File: config.mk
export PLATFORM = sky130hd
export DESIGN_NAME = pio_scan_arb
export DESIGN_NICKNAME = d
export VERILOG_FILES = /design/src/rtl/pio_pkg.sv /design/src/rtl/pio_key_matrix.sv /design/src/rtl/pio_scan_arb.sv
export SDC_FILE = /design/constraint.sdc
export NUM_CORES = 1
export LEC_CHECK = 0
export ABC_AREA = 1
export ABC_CLOCK_PERIOD_IN_PS = 2540
export BUFFER_PORTS_ARGS = -buffer_cell sky130_fd_sc_hd__clkbuf_2
export CAP_MARGIN = 20
export CELL_PAD_IN_SITES_DETAIL_PLACEMENT = 0
export CELL_PAD_IN_SITES_GLOBAL_PLACEMENT = 1
export CORE_MARGIN = 10
export CORE_UTILIZATION = 46
export DETAILED_ROUTE_END_ITERATION = 12
export PLACE_DENSITY = 0.89
export SETUP_SLACK_MARGIN = 0.3
export SLEW_MARGIN = 20
export SYNTH_ARGS = -nofsm -noshare
export SYNTH_HDL_FRONTEND = slang
export SYNTH_SLANG_ARGS = --single-unit
File: constraint.sdc
create_clock -name CLK -period 2.54 [get_ports CLK]
set_input_delay 0.508 -clock CLK [delete_from_list [all_inputs] [get_ports CLK]]
set_output_delay 0.508 -clock CLK [all_outputs]
set_load 0.02 [all_outputs]
File: src/rtl/pio_pkg.sv
// Shared definitions for the PIO arbiter / keyboard scanner.
// Port selects on {CDSEL,BASEL} and the scan sequencer states.
package pio_pkg;

  localparam logic [1:0] SEL_AD = 2'b00;
  localparam logic [1:0] SEL_BD = 2'b01;
  localparam logic [1:0] SEL_AC = 2'b10;
  localparam logic [1:0] SEL_BC = 2'b11;

  typedef enum logic [2:0] {
    S_IDLE,
    S_WROW,
    S_SETTLE,
    S_RDCOL,
    S_RESTORE
  } scan_state_t;

endpackage

File: src/rtl/pio_key_matrix.sv
// Row-indexed key matrix: 16x8 registers, one write port,
// one combinational read port returning FF outside ROWS.
module pio_key_matrix #(
  parameter int ROWS = 10
)(
  input  logic       CLK,
  input  logic       RST_n,
  input  logic       we,
  input  logic [3:0] waddr,
  input  logic [7:0] wdata,
  input  logic [3:0] raddr,
  output logic [7:0] rdata
);

  logic [7:0] mem [16];

  always_ff @(posedge CLK or negedge RST_n) begin
    if (!RST_n) begin
      for (int i = 0; i < 16; i++) mem[i] <= 8'hFF;
    end else if (we) begin
      mem[waddr] <= wdata;
    end
  end

  assign rdata = (int'(raddr) >= ROWS) ? 8'hFF : mem[raddr];

endmodule

File: src/rtl/pio_scan_arb.sv
// Shares the z8420 PIO bus between the CPU and a keyboard scanner.
// CPU always wins; port A is shadowed and restored after each frame.
module pio_scan_arb
  import pio_pkg::*;
#(
  parameter int ROWS     = 10,
  parameter int SETTLE   = 4,
  parameter int SCAN_GAP = 1000
)(
  input  logic       CLK,
  input  logic       RST_n,
  input  logic       ENA,
  input  logic       CPU_CE,
  input  logic       CPU_RD_n,
  input  logic       CPU_WR_n,
  input  logic       CPU_BASEL,
  input  logic       CPU_CDSEL,
  input  logic [7:0] CPU_DI,
  output logic [7:0] CPU_DO,
  output logic       PIO_CE,
  output logic       PIO_RD_n,
  output logic       PIO_WR_n,
  output logic       PIO_BASEL,
  output logic       PIO_CDSEL,
  output logic [7:0] PIO_DI,
  input  logic [7:0] PIO_DO,
  input  logic       SCAN_EN,
  input  logic [3:0] KEY_ROW,
  output logic [7:0] KEY_COL,
  output logic       SCAN_DONE
);

  localparam int GW = (SCAN_GAP > 1) ? $clog2(SCAN_GAP) : 1;
  localparam int SW = (SETTLE > 0) ? $clog2(SETTLE + 1) : 1;
  localparam logic [GW-1:0] GAP_MAX = GW'(SCAN_GAP - 1);
  localparam logic [SW-1:0] SET_MAX = SW'(SETTLE - 1);
  localparam logic [3:0]    ROW_MAX = 4'(ROWS - 1);

  scan_state_t   state;
  logic [GW-1:0] gap;
  logic [SW-1:0] settle;
  logic [3:0]    row;
  logic [7:0]    shadow;
  logic          done;

  logic       cpu_active;
  logic       scan_req;
  logic       grant;
  logic       shadow_we;
  logic       mat_we;
  logic [1:0] scan_sel;
  logic [7:0] scan_di;

  assign cpu_active = ~CPU_CE & (~CPU_RD_n | ~CPU_WR_n);
  assign scan_req   = state inside {S_WROW, S_RDCOL, S_RESTORE};
  assign grant      = ENA & ~cpu_active & scan_req;
  assign shadow_we  = ENA & ~CPU_CE & ~CPU_WR_n &
                      ({CPU_CDSEL, CPU_BASEL} == SEL_AD);
  assign mat_we     = grant & (state == S_RDCOL);

  assign scan_sel = (state == S_RDCOL) ? SEL_BD : SEL_AD;
  assign scan_di  = (state == S_WROW)    ? {shadow[7:4], row} :
                    (state == S_RESTORE) ? shadow : 8'h00;

  assign CPU_DO    = PIO_DO;
  assign SCAN_DONE = done;

  // Address/data stay on the bus while a scanner op is stalled;
  // only the strobes wait for the grant.
  always_comb begin
    PIO_CE    = 1'b1;
    PIO_RD_n  = 1'b1;
    PIO_WR_n  = 1'b1;
    PIO_BASEL = 1'b0;
    PIO_CDSEL = 1'b0;
    PIO_DI    = 8'h00;
    if (cpu_active) begin
      PIO_CE    = CPU_CE;
      PIO_RD_n  = CPU_RD_n;
      PIO_WR_n  = CPU_WR_n;
      PIO_BASEL = CPU_BASEL;
      PIO_CDSEL = CPU_CDSEL;
      PIO_DI    = CPU_DI;
    end else if (scan_req) begin
      {PIO_CDSEL, PIO_BASEL} = scan_sel;
      PIO_DI = scan_di;
      if (ENA) begin
        PIO_CE = 1'b0;
        if (state == S_RDCOL) PIO_RD_n = 1'b0;
        else                  PIO_WR_n = 1'b0;
      end
    end
  end

  always_ff @(posedge CLK or negedge RST_n) begin
    if (!RST_n) begin
      state  <= S_IDLE;
      gap    <= '0;
      settle <= '0;
      row    <= 4'd0;
      shadow <= 8'h00;
      done   <= 1'b0;
    end else begin
      if (shadow_we) shadow <= CPU_DI;
      if (ENA) begin
        done <= 1'b0;
        unique case (state)
          S_IDLE: begin
            if (gap == GAP_MAX) begin
              if (SCAN_EN) begin
                row   <= 4'd0;
                state <= S_WROW;
              end
            end else begin
              gap <= gap + 1'b1;
            end
          end
          S_WROW: begin
            if (grant) begin
              settle <= '0;
              state  <= S_SETTLE;
            end
          end
          S_SETTLE: begin
            if (settle == SET_MAX) state <= S_RDCOL;
            else                   settle <= settle + 1'b1;
          end
          S_RDCOL: begin
            if (grant) begin
              if (row == ROW_MAX || !SCAN_EN) begin
                state <= S_RESTORE;
              end else begin
                row   <= row + 4'd1;
                state <= S_WROW;
              end
            end
          end
          S_RESTORE: begin
            if (grant) begin
              done  <= 1'b1;
              gap   <= '0;
              state <= S_IDLE;
            end
          end
          default: state <= S_IDLE;
        endcase
      end
    end
  end

  pio_key_matrix #(.ROWS(ROWS)) u_matrix (
    .CLK   (CLK),
    .RST_n (RST_n),
    .we    (mat_we),
    .waddr (row),
    .wdata (PIO_DO),
    .raddr (KEY_ROW),
    .rdata (KEY_COL)
  );

endmodule

# After elaboration in Yosys (flattened, before gate mapping)
# Index checks and enable logic that the tools add are counted.
word_totals:
  reg_bits: 157
  out_inout_bits: 30
op_classes:
  add_sub_neg: 3
  order_cmp: 4
  n_eq_ne: 16
  n_mux: 46
  bitwise: 14
  n_reduce_logical: 13
op_table:
  columns: ["cell", "n"]
  rows:
  - ["$bwmux 128", 1]
  - ["$mux 8", 8]
  - ["$bmux 8 s4", 1]
  - ["$demux 8 s4", 1]
  - ["$mux 3", 8]
  - ["$mux 10", 2]
  - ["$pmux 10 s2", 1]
  - ["$ne 2x2->1 const B", 9]
  - ["$mux 1", 17]
  - ["$mux 4", 4]
  - ["$pmux 3 s5", 1]
  - ["$add 10x1->10 const B", 1]
  - ["$eq 10x10->1 const B", 1]
  - ["$ge 5x5->1 const B", 2]
  - ["$not 4->5", 2]
  - ["$eq 3x2->1 const B", 3]
  - ["$pmux 4 s2", 1]
  - ["$reduce_and 4->1", 2]
  - ["$and 1x1->1", 7]
  - ["$reduce_and 7->1", 1]
  - ["$pmux 3 s2", 1]
  - ["$reduce_and 6->1", 1]
  - ["$reduce_bool 2->1", 3]
  - ["$lt 5x1->1 const B", 1]
  - ["14 further kinds", 17]

# Depth between registers and ports, before layout
logic_depth:
  word_depth: 8
  mapped_depth: 9
  ltp_nobuf: 9

# Modules after synthesis
# Synthesis repeated with hierarchy kept, for this count alone.
hier_totals:
  hier_cells: 764
  hier_area_um2: 5893.2
modules_own_cells:
  columns: ["module", "n_inst", "cells_per_inst", "area_per_inst_um2", "seq_area_each_um2"]
  rows:
  - ["pio_key_matrix", 1, 468, 3841.2, 2102.0]
  - ["pio_scan_arb", 1, 296, 2052.0, 725.7]

# Least setup slack after synthesis
# Ideal clock, no wire load.
synth_path:
  kind: "input-to-output"
  start: "input port CPU_RD_n"
  end: "output port PIO_WR_n"
  arrival_ps: 1558
  slack_ps: 474
  cell_stages: 7
  cell_sequence: "nand2_1 -> nand2_2 -> buf_2 -> inv_1 -> a21oi_1 -> a21oi_1 -> nand2_1"
synth_via:
  elab_chain_len: 4
synth_lines:
  columns: ["item", "line_no", "source"]
  rows:
  - ["start: declaration", "pio_scan_arb.sv:14", "input logic CPU_RD_n,"]
  - ["$not 1->1", "pio_scan_arb.sv:54", "assign cpu_active = ~CPU_CE & (~CPU_RD_n | ~CPU_WR_n);"]
  - ["$or 1x1->1", "pio_scan_arb.sv:54", null]
  - ["$and 1x1->1", "pio_scan_arb.sv:54", null]
  - ["$mux 1", "pio_scan_arb.sv:77", "if (cpu_active) begin"]
  - ["end: declaration", "pio_scan_arb.sv:22", "output logic PIO_WR_n,"]
# No other way between the ends.

# Worst setup path after layout
layout_path:
  start: "register state[1]"
  end: "output port PIO_WR_n"
layout_via:
  elab_chain_len: 5
layout_lines:
  columns: ["item", "line_no", "source"]
  rows:
  - ["start: declaration", "pio_scan_arb.sv:39", "scan_state_t state;"]
  - ["start signal: assignment", "pio_scan_arb.sv:97", "state <= S_IDLE;"]
  - ["start signal: assignment", "pio_scan_arb.sv:112", "state <= S_WROW;"]
  - ["start signal: assignment", "pio_scan_arb.sv:121", "state <= S_SETTLE;"]
  - ["$eq 3x2->1", "pio_scan_arb.sv:55, pio_scan_arb.sv:89", null]
  - ["$mux 1", "pio_scan_arb.sv:89", "if (state == S_RDCOL) PIO_RD_n = 1'b0;"]
  - ["$mux 1", "pio_scan_arb.sv:87", "if (ENA) begin"]
  - ["$mux 1 (*)", "pio_scan_arb.sv:84", "end else if (scan_req) begin"]
  - ["$mux 1 (*)", "pio_scan_arb.sv:77", null]
# Every way passes the cells marked *; elsewhere a longest branch is shown, timed or not.

==> flow_summary.json <==
{
  "hp-class": "primary input to asynchronous set/reset pin",
  "diodes": 0,
  "clkSinkCount": 109,
  "drt_iter0_markers": 330,
  "syn_inst": 749,
  "firstDrtPassIters": 5,
  "setup_viol": 0,
  "grt-busiest-layer": "met2",
  "clock_latency_ps": 350,
  "ys.flop_type": "dfstp_2",
  "hpwl_mm": 10.6,
  "ir_drop_mv": 0.433,
  "clock_path_buffers": 2,
  "tns_ps": 0,
  "synth.area.top_cells": "dfstp_2, nand2_1, dfrtp_1, nand3_1, o21ai_0",
  "track_usage": 0.170,
  "max-cap-violations": 0,
  "dieArea_mm2": 0.0178,
  "met3_usage": 0.0425,
  "grtUsageMet2": 0.298,
  "nets": 827,
  "endpoint_kind": "output port",
  "ant_nets": 0,
  "p_leak_uw": 0.00291,
  "fp.dieW_um": 133,
  "synth_warnings": 0,
  "yosysMostFrequentCell": "nand2_1",
  "syn-num-nets": 785,
  "dp.cells": 944,
  "design.portCount": 59,
  "hold_viol_final": 0,
  "std_cell_rows": 41,
  "via_count": 5082,
  "critical_path_arrival_ps": 1660,
  "fmaxAchievable_mhz": 461,
  "synth_area_mm2": 0.00591,
  "synth_cell_type_count": 32,
  "yosysTopAreaCellShare": 0.356,
  "slew_viol_final": 0,
  "wl_mm": 14.9,
  "cts_buffers": 9,
  "syn_area_per_cell_um2": 7.89,
  "utilization": 0.532,
  "seq_area_mm2": 0.00283,
  "cts_hold_buffers": 0,
  "use_met1": 0.200,
  "io_buffer_count": 58,
  "relSlewSlack": 0.622,
  "r2r_setup_slack_ps": 670,
  "r2r_start": "gap[0]",
  "crit_fanout": 6,
  "crit_type": "flip-flop to output port",
  "area_growth_pct": 13.5,
  "antenna_found_initial": 0,
  "min_period_over_period": 0.855,
  "finalCriticalPeriod_ps": 2170,
  "status": "completed",
  "crit_path_start_kind": "flip-flop",
  "worstSetupStartpoint": "state[1]",
  "p_per_area_mw_per_mm2": 746,
  "clk_pin_slew_ps": 70,
  "power.total_uw": 5000,
  "worst_pin_slew_ps": 567,
  "gp_congestion": 0.869,
  "final_layout_size_suffix_gt1_frac": 0.280,
  "viasPerCell": 5.25,
  "fp.dieH_um": 133,
  "synth-edff-count": 0,
  "async_flop_share": 1.00,
  "r2r_end": "gap[4]",
  "synth-seq-cells": 109,
  "fillers": 1243,
  "root_buffer": "clkbuf_16",
  "multiInputGateArea_mm2": 0.00264,
  "grt_pass1_wl_mm": 25.0,
  "ff2ff_path_depth": 9,
  "grt.overflow.total": 0,
  "wl_per_cell_um": 15.4,
  "grt_max_degree": 46,
  "remaining_drc_errors": 0,
  "grt_pass1_vias": 5112,
  "ys_seq_area_frac": 0.478,
  "stdcell_count": 968,
  "cts_tree": "built",
  "synth_commonest_cells": "nand2_1, nand3_1, dfstp_2, o21ai_0, inv_1",
  "start_util": 0.468,
  "yosys.area.top_type": "dfstp_2",
  "finClkSkew_ps": 7.66,
  "core-area_mm2": 0.0126,
  "rsz0062_at_grt": "no",
  "cp.required_ps": 2030,
  "cts_max_level": 3
}
[state kept, by name, indices dropped and copies added (netlist names)]
register / cells
shadow: 8
SCAN_DONE: 1
settle: 3
state: 3
u_matrix.mem: 80
row: 4
gap: 10
[layout by cell type, fill, tap and decap left out, types with 3 or more instances in the layout]
cell and n:
clkinvlp_4 3, nand3_4 3, inv_4 3, or2_2 3
nor2_4 6, a21oi_1 6, nand2_1 261, nand4_1 4
o21ai_2 17, inv_1 50, o21bai_1 3, o21ai_0 71
nand3_2 5, nor2_1 23, buf_4 14, ha_1 7
o21ai_1 18, clkbuf_16 10, dfrtp_2 3, clkbuf_4 3
dfrtp_1 26, nand3_1 95, nand2_2 8, dfstp_2 80
buf_12 3, clkbuf_2 49, buf_2 3
[critical path: stages (launching register included)]
cell and delay (ps):
dfrtp_2 450, nor2_4 140, nand2_2 80, buf_4 170, nand2_1 50, a21oi_1 70, a21oi_1 130, nand2_1 60
buf_2 160
[layer usage]
metal  vias up  part of all wire
met4         0             0.017
met2       141              0.50
met5         -                 0
li1       2506                 -
met3        19             0.052
met1      2416              0.43
[worst max-delay path by stage]
stage                             to  slack, ps  depth (start not counted)
after CTS                  PIO_DI[6]        290                          7
after global placement    KEY_COL[5]        270                          8
after global routing        PIO_WR_n        300                          8
final                       PIO_WR_n        370                          8
after floorplan             PIO_WR_n        470                          7
after detailed placement  KEY_COL[5]        280                          8
[through the flow]
step	worst slack (ps)	area [µm²]	hold WS, ps
4_1_cts	290	6610	179
3_5_place_dp	278	6240	467
5_1_grt	301	6710	205
2_1_floorplan	474	5910	212
3_3_place_gp	269	6240	463
6_report	369	6710	171
[kinds of logic after synthesis]
kind of cell,after synthesis,share of synthesized area
adders and majority gates,7,0.0148
xor gates and xnor gates,2,0.00296
and+or+nand+nor,415,0.311
AOI/OAI and AO/OA,117,0.112
DFF,109,0.478
buffers and inverters,99,0.0806
[report_power, final]
group / switching, µW / internal (µW)
registers: 173 / 2040
clock network: 636 / 761
logic: 926 / 462
[cell type report]
cell class | instances | share of cell area
Sequential cell | 109 | 0.422
Multi-Input combinational cell | 541 | 0.394
Timing Repair Buffer | 75 | 0.0750
Clock buffer | 13 | 0.0405
Inverter | 55 | 0.0330
Tap cell | 172 | 0.0321
Clock inverter | 3 | 0.00373
[timing repair]
| action | 4_1_cts | 5_1_grt |
|---|---|---|
| buffers inserted | 2 | 5 |
| hold endpoints to repair | 0 | 0 |
| setup endpoints to repair | 12 | 17 |
| pin swaps | 0 | 0 |
| resized for setup | 12 | 18 |
| cloned | 1 | 0 |
Power figures use the tool's default switching activity.
